### src/rtl/simd_pkg.sv
//------------------------------------------------------------------------------
// Module      : simd_pkg
// Description : Shared widths, opcodes and loader state encodings for the SIMD block.
// Revision    : 1.0 - initial release
//------------------------------------------------------------------------------
`default_nettype none

package simd_pkg;

    localparam int DATA_W = 16;
    localparam int LINES  = 10;
    localparam int ADDR_W = 4;

    localparam logic [1:0] OP_ADD = 2'b00;
    localparam logic [1:0] OP_MAX = 2'b01;
    localparam logic [1:0] OP_XOR = 2'b10;

    localparam logic [1:0] ST_IDLE    = 2'b00;
    localparam logic [1:0] ST_LOAD_HI = 2'b01;
    localparam logic [1:0] ST_LOAD_LO = 2'b10;
    localparam logic [1:0] ST_DONE    = 2'b11;

endpackage

`default_nettype wire

### src/rtl/simd_line_mem.sv
//------------------------------------------------------------------------------
// Module      : simd_line_mem
// Description : LINES x 2*DATA_W register file, lines 1..LINES, sync clear,
//               one write port and one combinational read port.
// Revision    : 1.0 - initial release
//------------------------------------------------------------------------------
`default_nettype none

module simd_line_mem #(
    parameter int DATA_W = simd_pkg::DATA_W,
    parameter int LINES  = simd_pkg::LINES,
    parameter int ADDR_W = simd_pkg::ADDR_W
) (
    input  logic                  clk,
    input  logic                  rst,
    input  logic                  we,
    input  logic [ADDR_W-1:0]     waddr,
    input  logic [2*DATA_W-1:0]   wdata,
    input  logic [ADDR_W-1:0]     x,
    output logic [2*DATA_W-1:0]   rd_line
);

    logic [2*DATA_W-1:0] r_lines [1:LINES];

    always_ff @(posedge clk) begin
        if (rst) begin
            for (int i = 1; i <= LINES; i++) begin
                r_lines[i] <= '0;
            end
        end else if (we) begin
            for (int i = 1; i <= LINES; i++) begin
                if (waddr == ADDR_W'(i)) begin
                    r_lines[i] <= wdata;
                end
            end
        end
    end

    // Address 0 and anything above LINES match no line and read as zero.
    always_comb begin
        rd_line = '0;
        for (int i = 1; i <= LINES; i++) begin
            if (x == ADDR_W'(i)) begin
                rd_line = r_lines[i];
            end
        end
    end

endmodule

`default_nettype wire

### src/rtl/simd_operand_loader.sv
//------------------------------------------------------------------------------
// Module      : simd_operand_loader
// Description : Packs a halfword stream into {hi, lo} lines 1..LINES of the
//               SIMD operand memory and exposes a combinational lane read port.
// Revision    : 1.0 - initial release
//------------------------------------------------------------------------------
`default_nettype none

module simd_operand_loader
    import simd_pkg::*;
#(
    parameter int DATA_W = simd_pkg::DATA_W,
    parameter int LINES  = simd_pkg::LINES,
    parameter int ADDR_W = simd_pkg::ADDR_W
) (
    input  logic                  clk,
    input  logic                  rst,
    input  logic                  start,
    input  logic                  in_valid,
    output logic                  in_ready,
    input  logic [DATA_W-1:0]     in_data,
    output logic                  busy,
    output logic                  done,
    input  logic [ADDR_W-1:0]     x,
    output logic [2*DATA_W-1:0]   rd_line
);

    localparam logic [ADDR_W-1:0] C_FIRST_ADDR = ADDR_W'(1);
    localparam logic [ADDR_W-1:0] C_LAST_ADDR  = ADDR_W'(LINES);

    logic [1:0]          r_state;
    logic [ADDR_W-1:0]   r_addr;
    logic [DATA_W-1:0]   r_hi_q;
    logic                w_loading;
    logic                w_we;

    // Ready is a pure state decode so the producer never sees a combinational loop.
    assign w_loading = (r_state == ST_LOAD_HI) || (r_state == ST_LOAD_LO);
    assign in_ready  = w_loading;
    assign busy      = w_loading;
    assign done      = (r_state == ST_DONE);
    assign w_we      = (r_state == ST_LOAD_LO) && in_valid;

    always_ff @(posedge clk) begin
        if (rst) begin
            r_state <= ST_IDLE;
            r_addr  <= C_FIRST_ADDR;
            r_hi_q  <= '0;
        end else begin
            case (r_state)
                ST_IDLE: begin
                    if (start) begin
                        r_state <= ST_LOAD_HI;
                        r_addr  <= C_FIRST_ADDR;
                    end
                end
                ST_LOAD_HI: begin
                    if (in_valid) begin
                        r_hi_q  <= in_data;
                        r_state <= ST_LOAD_LO;
                    end
                end
                ST_LOAD_LO: begin
                    if (in_valid) begin
                        if (r_addr == C_LAST_ADDR) begin
                            r_state <= ST_DONE;
                        end else begin
                            r_addr  <= r_addr + C_FIRST_ADDR;
                            r_state <= ST_LOAD_HI;
                        end
                    end
                end
                default: begin
                    r_state <= ST_IDLE;
                end
            endcase
        end
    end

    simd_line_mem #(
        .DATA_W (DATA_W),
        .LINES  (LINES),
        .ADDR_W (ADDR_W)
    ) u_line_mem (
        .clk     (clk),
        .rst     (rst),
        .we      (w_we),
        .waddr   (r_addr),
        .wdata   ({r_hi_q, in_data}),
        .x       (x),
        .rd_line (rd_line)
    );

endmodule

`default_nettype wire

### config.mk
export PLATFORM = sky130hd
export DESIGN_NAME = simd_operand_loader
export DESIGN_NICKNAME = d
export VERILOG_FILES = /design/src/rtl/simd_pkg.sv /design/src/rtl/simd_line_mem.sv /design/src/rtl/simd_operand_loader.sv
export SDC_FILE = /design/constraint.sdc
export NUM_CORES = 1
export LEC_CHECK = 0
export ABC_AREA = 1
export BUFFER_PORTS_ARGS = -buffer_cell sky130_fd_sc_hd__buf_2
export CORE_UTILIZATION = 45
export DETAILED_ROUTE_END_ITERATION = 12
export SLEW_MARGIN = 0
export SYNTH_ARGS = -nofsm -noshare
export SYNTH_HDL_FRONTEND = slang
export SYNTH_SLANG_ARGS = --single-unit
export TNS_END_PERCENT = 20
### constraint.sdc
create_clock -name clk -period 4.5 [get_ports clk]
set_input_delay 0.675 -clock clk [delete_from_list [all_inputs] [get_ports clk]]
set_output_delay 0.675 -clock clk [all_outputs]
set_load 0.05 [all_outputs]
Word-level counts from Yosys, hierarchy flattened
Memory sizes are Yosys's and may differ from the RTL's.
Cells that the tools add are included.
W data, S select, Z words.

word-level totals
  flip-flop bits (word level) = 22
  bits in writable memories = 320
  bits of input ports = 24
  output and inout bits = 35
  logic and storage cells = 120
  memories = 1

cells by class
  add/sub/neg operators = 1
  equality and inequality tests = 27
  multiplexer cells = 71
  bitwise gates (word level) = 10
  reduce and logical (&&, ||, !) cells = 7

memories
  memory              words  bits a word  rd ports  clocked after Yosys merged registers in  wr ports  RTL line             source
  u_line_mem.r_lines  10     32           10        0                                        10        simd_line_mem.sv:23  logic [2*DATA_W-1:0] r_lines [1:LINES];

operator list
  cell                   count
  $mux W32               20
  $mux W1                42
  $eq A4 B3 Y1 const B   8
  $eq A4 B4 Y1 const B   6
  $eq A4 B2 Y1 const B   4
  $mux W4                3
  $or A1 B1 Y1           10
  $eq A4 B1 Y1 const B   2
  $mux W2                4
  $ne A2 B2 Y1 const B   4
  $pmux W4 S2            1
  $pmux W2 S3            1
  $add A4 B1 Y4 const B  1
  $eq A2 B2 Y1 const B   2
  $reduce_and A4 Y1      1
  $reduce_and A3 Y1      1
  $eq A2 B1 Y1 const B   1
  $logic_not A2 Y1       1
  $reduce_and A2 Y1      1
  $reduce_bool A2 Y1     1
  $logic_and A1 B1 Y1    1
  $logic_or A1 B1 Y1     1

Depth between registers and ports, before layout
  depth in word-level cells = 11
  mapped depth = 10
  depth with buffers taken out = 10

By module
From an unflattened synthesis, not the netlist that was laid out.

unflattened totals
  cells, all modules = 1495
  area, all modules = 14844.2 µm²

by module, submodules not included
  module               instances  cells each  area an instance (µm²)  sequential area each (µm²)
  simd_line_mem        1          1354        13790.7                 9609.2
  simd_operand_loader  1          141         1053.5                  440.4

Worst setup path before layout
Ideal clock, no wire load.

  kind = in2reg
  start = input in_valid
  end = register, netlist name u_line_mem.r_lines[0][192]
  library setup time = 466 ps
  arrival = 3294 ps
  data required time = 4034 ps
  slack = 741 ps
  cell stages on the path = 4
  buffers on the path = 0
  path through = nand2_1 -> nor2_1 -> inv_1 -> o21ai_0

RTL lines
  item                RTL line                   source
  start: declaration  simd_operand_loader.sv:19  input logic in_valid,

Final worst setup path
  start = input x[0]
  end = output rd_line[12]

between the ends
  cells in the longest elaborated chain, start to end = 11
  elaborated cells on any way between the ends = 20
  those cells by class = 10 x eq/ne; 10 x mux

ends and longest elaborated chain
  item                    RTL line                   source
  start: declaration      simd_operand_loader.sv:24  input logic [ADDR_W-1:0] x,
  $eq A4 B1 Y1            simd_line_mem.sv:43        if (x == ADDR_W'(i)) begin
  $mux W32 (9 in series)  simd_line_mem.sv:43
  $mux W32 (*)            simd_line_mem.sv:43
  end: declaration        simd_operand_loader.sv:25  output logic [2*DATA_W-1:0] rd_line

Every way passes the cells marked *; elsewhere a longest branch is shown, timed or not.

==> results.yml <==
setup_path:
  cp-start-kind: "primary input"
  worstPathRequired_ns: 3.83
  crit_fanout: 15
  arrival_ns: 2.77
  cp-end-kind: "primary output"
  path_class: "in2out"
routing:
  antenna_left: 0
  route.detailed.drc: 0
  wl_per_cell_um: 20.7
  via_per_inst: 5.32
  dr.pass1.iters: 5
  drt-total-wl_um: 40800
  drtIter0Drc: 937
  via_count: 10500
finish:
  layout-drive-gt1-share_pct: 10.5
  area_growth_pct: 13.8
  mostFrequentLayoutCell: "nor2_1"
  fin_area_um2: 16800
  post-route-util_pct: 52.6
  fillers: 2977
  fin_nets: 1543
  diodes: 0
  final_cell_mix: "452 x nor2_1, 320 x edfxtp_1, 245 x nand2_1"
floorplan:
  die_w_um: 183
  rows: 65
  dieArea_um2: 33500
  core_area_um2: 31900
  start_util_pct: 46.2
  die_height_um: 183
  ioPinCount: 59
synthesis:
  synth-seq-cells: 342
  synth_seq_area_share_pct: 68.2
  synth_fp_nets: 1501
  synth_area_leader_cell: "edfxtp_1"
  synthTopCellsByArea: "edfxtp_1 65%, nor2_1 12%, nand2_1 6.2%, dfxtp_1 3.0%, nand4_1 2.8%"
  synthXorXnorAreaFrac_pct: 0.119
  synth_top_cell_area_share_pct: 65.2
  synth_fa_ha_area_share_pct: 0.679
  synth_compound_area_share_pct: 1.72
  synth_cells: 1469
  synth.area.mux_share_pct: 0
  synth-simple-area-share_pct: 23.8
  yosysWarnings: 0
  synth_cell_types: 24
  synth_area_um2: 14700
  synth_top_family_by_area: "simple AND/OR/NAND/NOR gates"
  synth_area_per_cell_um2: 10.0
power_and_ir_drop:
  switchingPower_mw: 1.97
  power_frac_clock_pct: 38.9
  power_frac_comb_pct: 11.4
  p_per_area_nw_per_um2: 445
  swShare_pct: 26.4
  pwr-share-seq_pct: 49.6
  total_power_mw: 7.47
  power.static_leakage_nw: 6.41
  p_int_mw: 5.50
  vdd_drop_max_mv: 0.483
clock_tree:
  post_cts_buffers: 0
  cts_buffers: 37
  cts_hold_buf: 0
  clk_pin_slew_worst_paths_ns: 0.06
  root_buffer: "clkbuf_16"
  cts_tree: "built"
  ctsResizeCount: 0
  cts_buffer_depth: 3
  cts.sinks: 342
  htreeDepth: 2
  clk_latency_ns: 0.53
sta:
  final-hold-violation-count: 0
  fin_setup_tns_ns: 0
  finalCriticalPeriod_ns: 3.45
  fin_skew_ns: 0.0122
  rsz0062_at_grt: "false"
  slew_violations: 0
  worst_slack_ns: 1.05
  setup_violations: 0
  fmax_ghz: 0.290
  worst_pin_slew_ns: 1.09
  fin_crit_sh_pct: 76.6
  slew_headroom_pct: 26.8
status:
  status: "completed"
placed_design:
  dpl_cell_area_um2: 15600
  pre_cts_ws_ns: 1.08
  gp_congestion: 0.783
  numPortBuffers: 58
  dpl.hpwl_um: 24700
global_routing:
  antenna_found_initial: 0
  grt_first_pass_wirelength_um: 61700
  grt_pass1_vias: 10100
  grt_max_degree: 66
  grtUsageTotal_pct: 25.0
  grt-ovfl-total: 0
min_path:
  worst_hold_path_type: "in2reg"
run:
  cap_violations: 0
## power by group through the flow
stage / combinational (mW) / clock, mW / sequential (mW)
6_report: 0.853 / 2.91 / 3.71
5_1_grt: 0.932 / 3.06 / 3.72
3_5_place_dp: 0.855 / 0 / 3.77
2_1_floorplan: 0.602 / 0 / 3.77
4_1_cts: 0.858 / 2.93 / 3.71
3_3_place_gp: 0.846 / 0 / 3.77
## final timing paths
path	to	slack (ns)	start	cells after the start
worst max register to register	u_line_mem.r_lines[0][299]$_SDFFCE_PN0P_	1.56	r_state[0]$_SDFFE_PP0P_	9
worst max-delay path	rd_line[12]	1.05	x[0]	11
worst min register to register	r_addr[1]$_SDFFE_PP0P_	0.54	r_addr[1]$_SDFFE_PP0P_	2
worst min-delay path	r_addr[3]$_SDFFE_PP0P_	0.35	rst	2
## area by class of cell
| class | instances | area (um2) | area share, % |
|---|---|---|---|
| Multi-Input combinational cell | 915 | 3970 | 23.7 |
| Tap cell | 435 | 544 | 3.24 |
| Timing Repair Buffer | 94 | 601 | 3.58 |
| Sequential cell | 342 | 10000 | 59.9 |
| Clock buffer | 54 | 1050 | 6.27 |
| Clock inverter | 14 | 101 | 0.604 |
| Inverter | 121 | 454 | 2.71 |
## kinds of logic (layout without fill, tap and decap cells)
| family | after synthesis | in the layout |
|---|---|---|
| and+or+nand+nor | 855 | 855 |
| AOI/OAI and AO/OA | 50 | 50 |
| buffers and inverters | 212 | 283 |
| xor gates and xnor gates | 2 | 2 |
| adders and majority gates | 8 | 8 |
| DFF | 342 | 342 |
## Yosys cell counts (all sizes together)
cell and number:
nor2 457, edfxtp 320, nand2 245, inv 105
nand3 80, clkbuf 73, nand4 67, o21ai 27
dfxtp 22, a21oi 21, buf 18, clkinv 16
ha 8, nor3 3, or2 2, xor2 2
a31oi 1, nor3b 1, o211ai 1
## registers in the layout, summed over array words and instances (netlist names)
signal,cells
r_hi_q,16
r_addr,4
r_state,2
u_line_mem.r_lines,320
## routing by layer
| layer | track usage (%) | up-vias | part of all wire [%] |
|---|---|---|---|
| li1 | - | 4934 | - |
| met1 | 34.3 | 5152 | 43 |
| met2 | 42.0 | 357 | 49 |
| met3 | 2.86 | 63 | 6.3 |
| met4 | 7.33 | 0 | 2.4 |
| met5 | 0 | - | 0 |
## worst max-delay path, stage by stage
cell	delay, ns
buf_2	0.17
nand2_1	0.15
inv_1	0.07
nand2_1	0.55
buf_4	0.35
nor2_1	0.06
nor2_1	0.10
nand4_1	0.07
nor2_1	0.12
nand4_1	0.18
buf_2	0.27
## through the flow
step / std cells / hold slack, ns
after floorplan: 1469 / 0.428
after global placement: 1907 / 0.516
after detailed placement: 1907 / 0.520
after CTS: 1975 / 0.336
after global routing: 1975 / 0.361
final: 1975 / 0.353
Note: power is estimated with default switching activity, not from simulation.
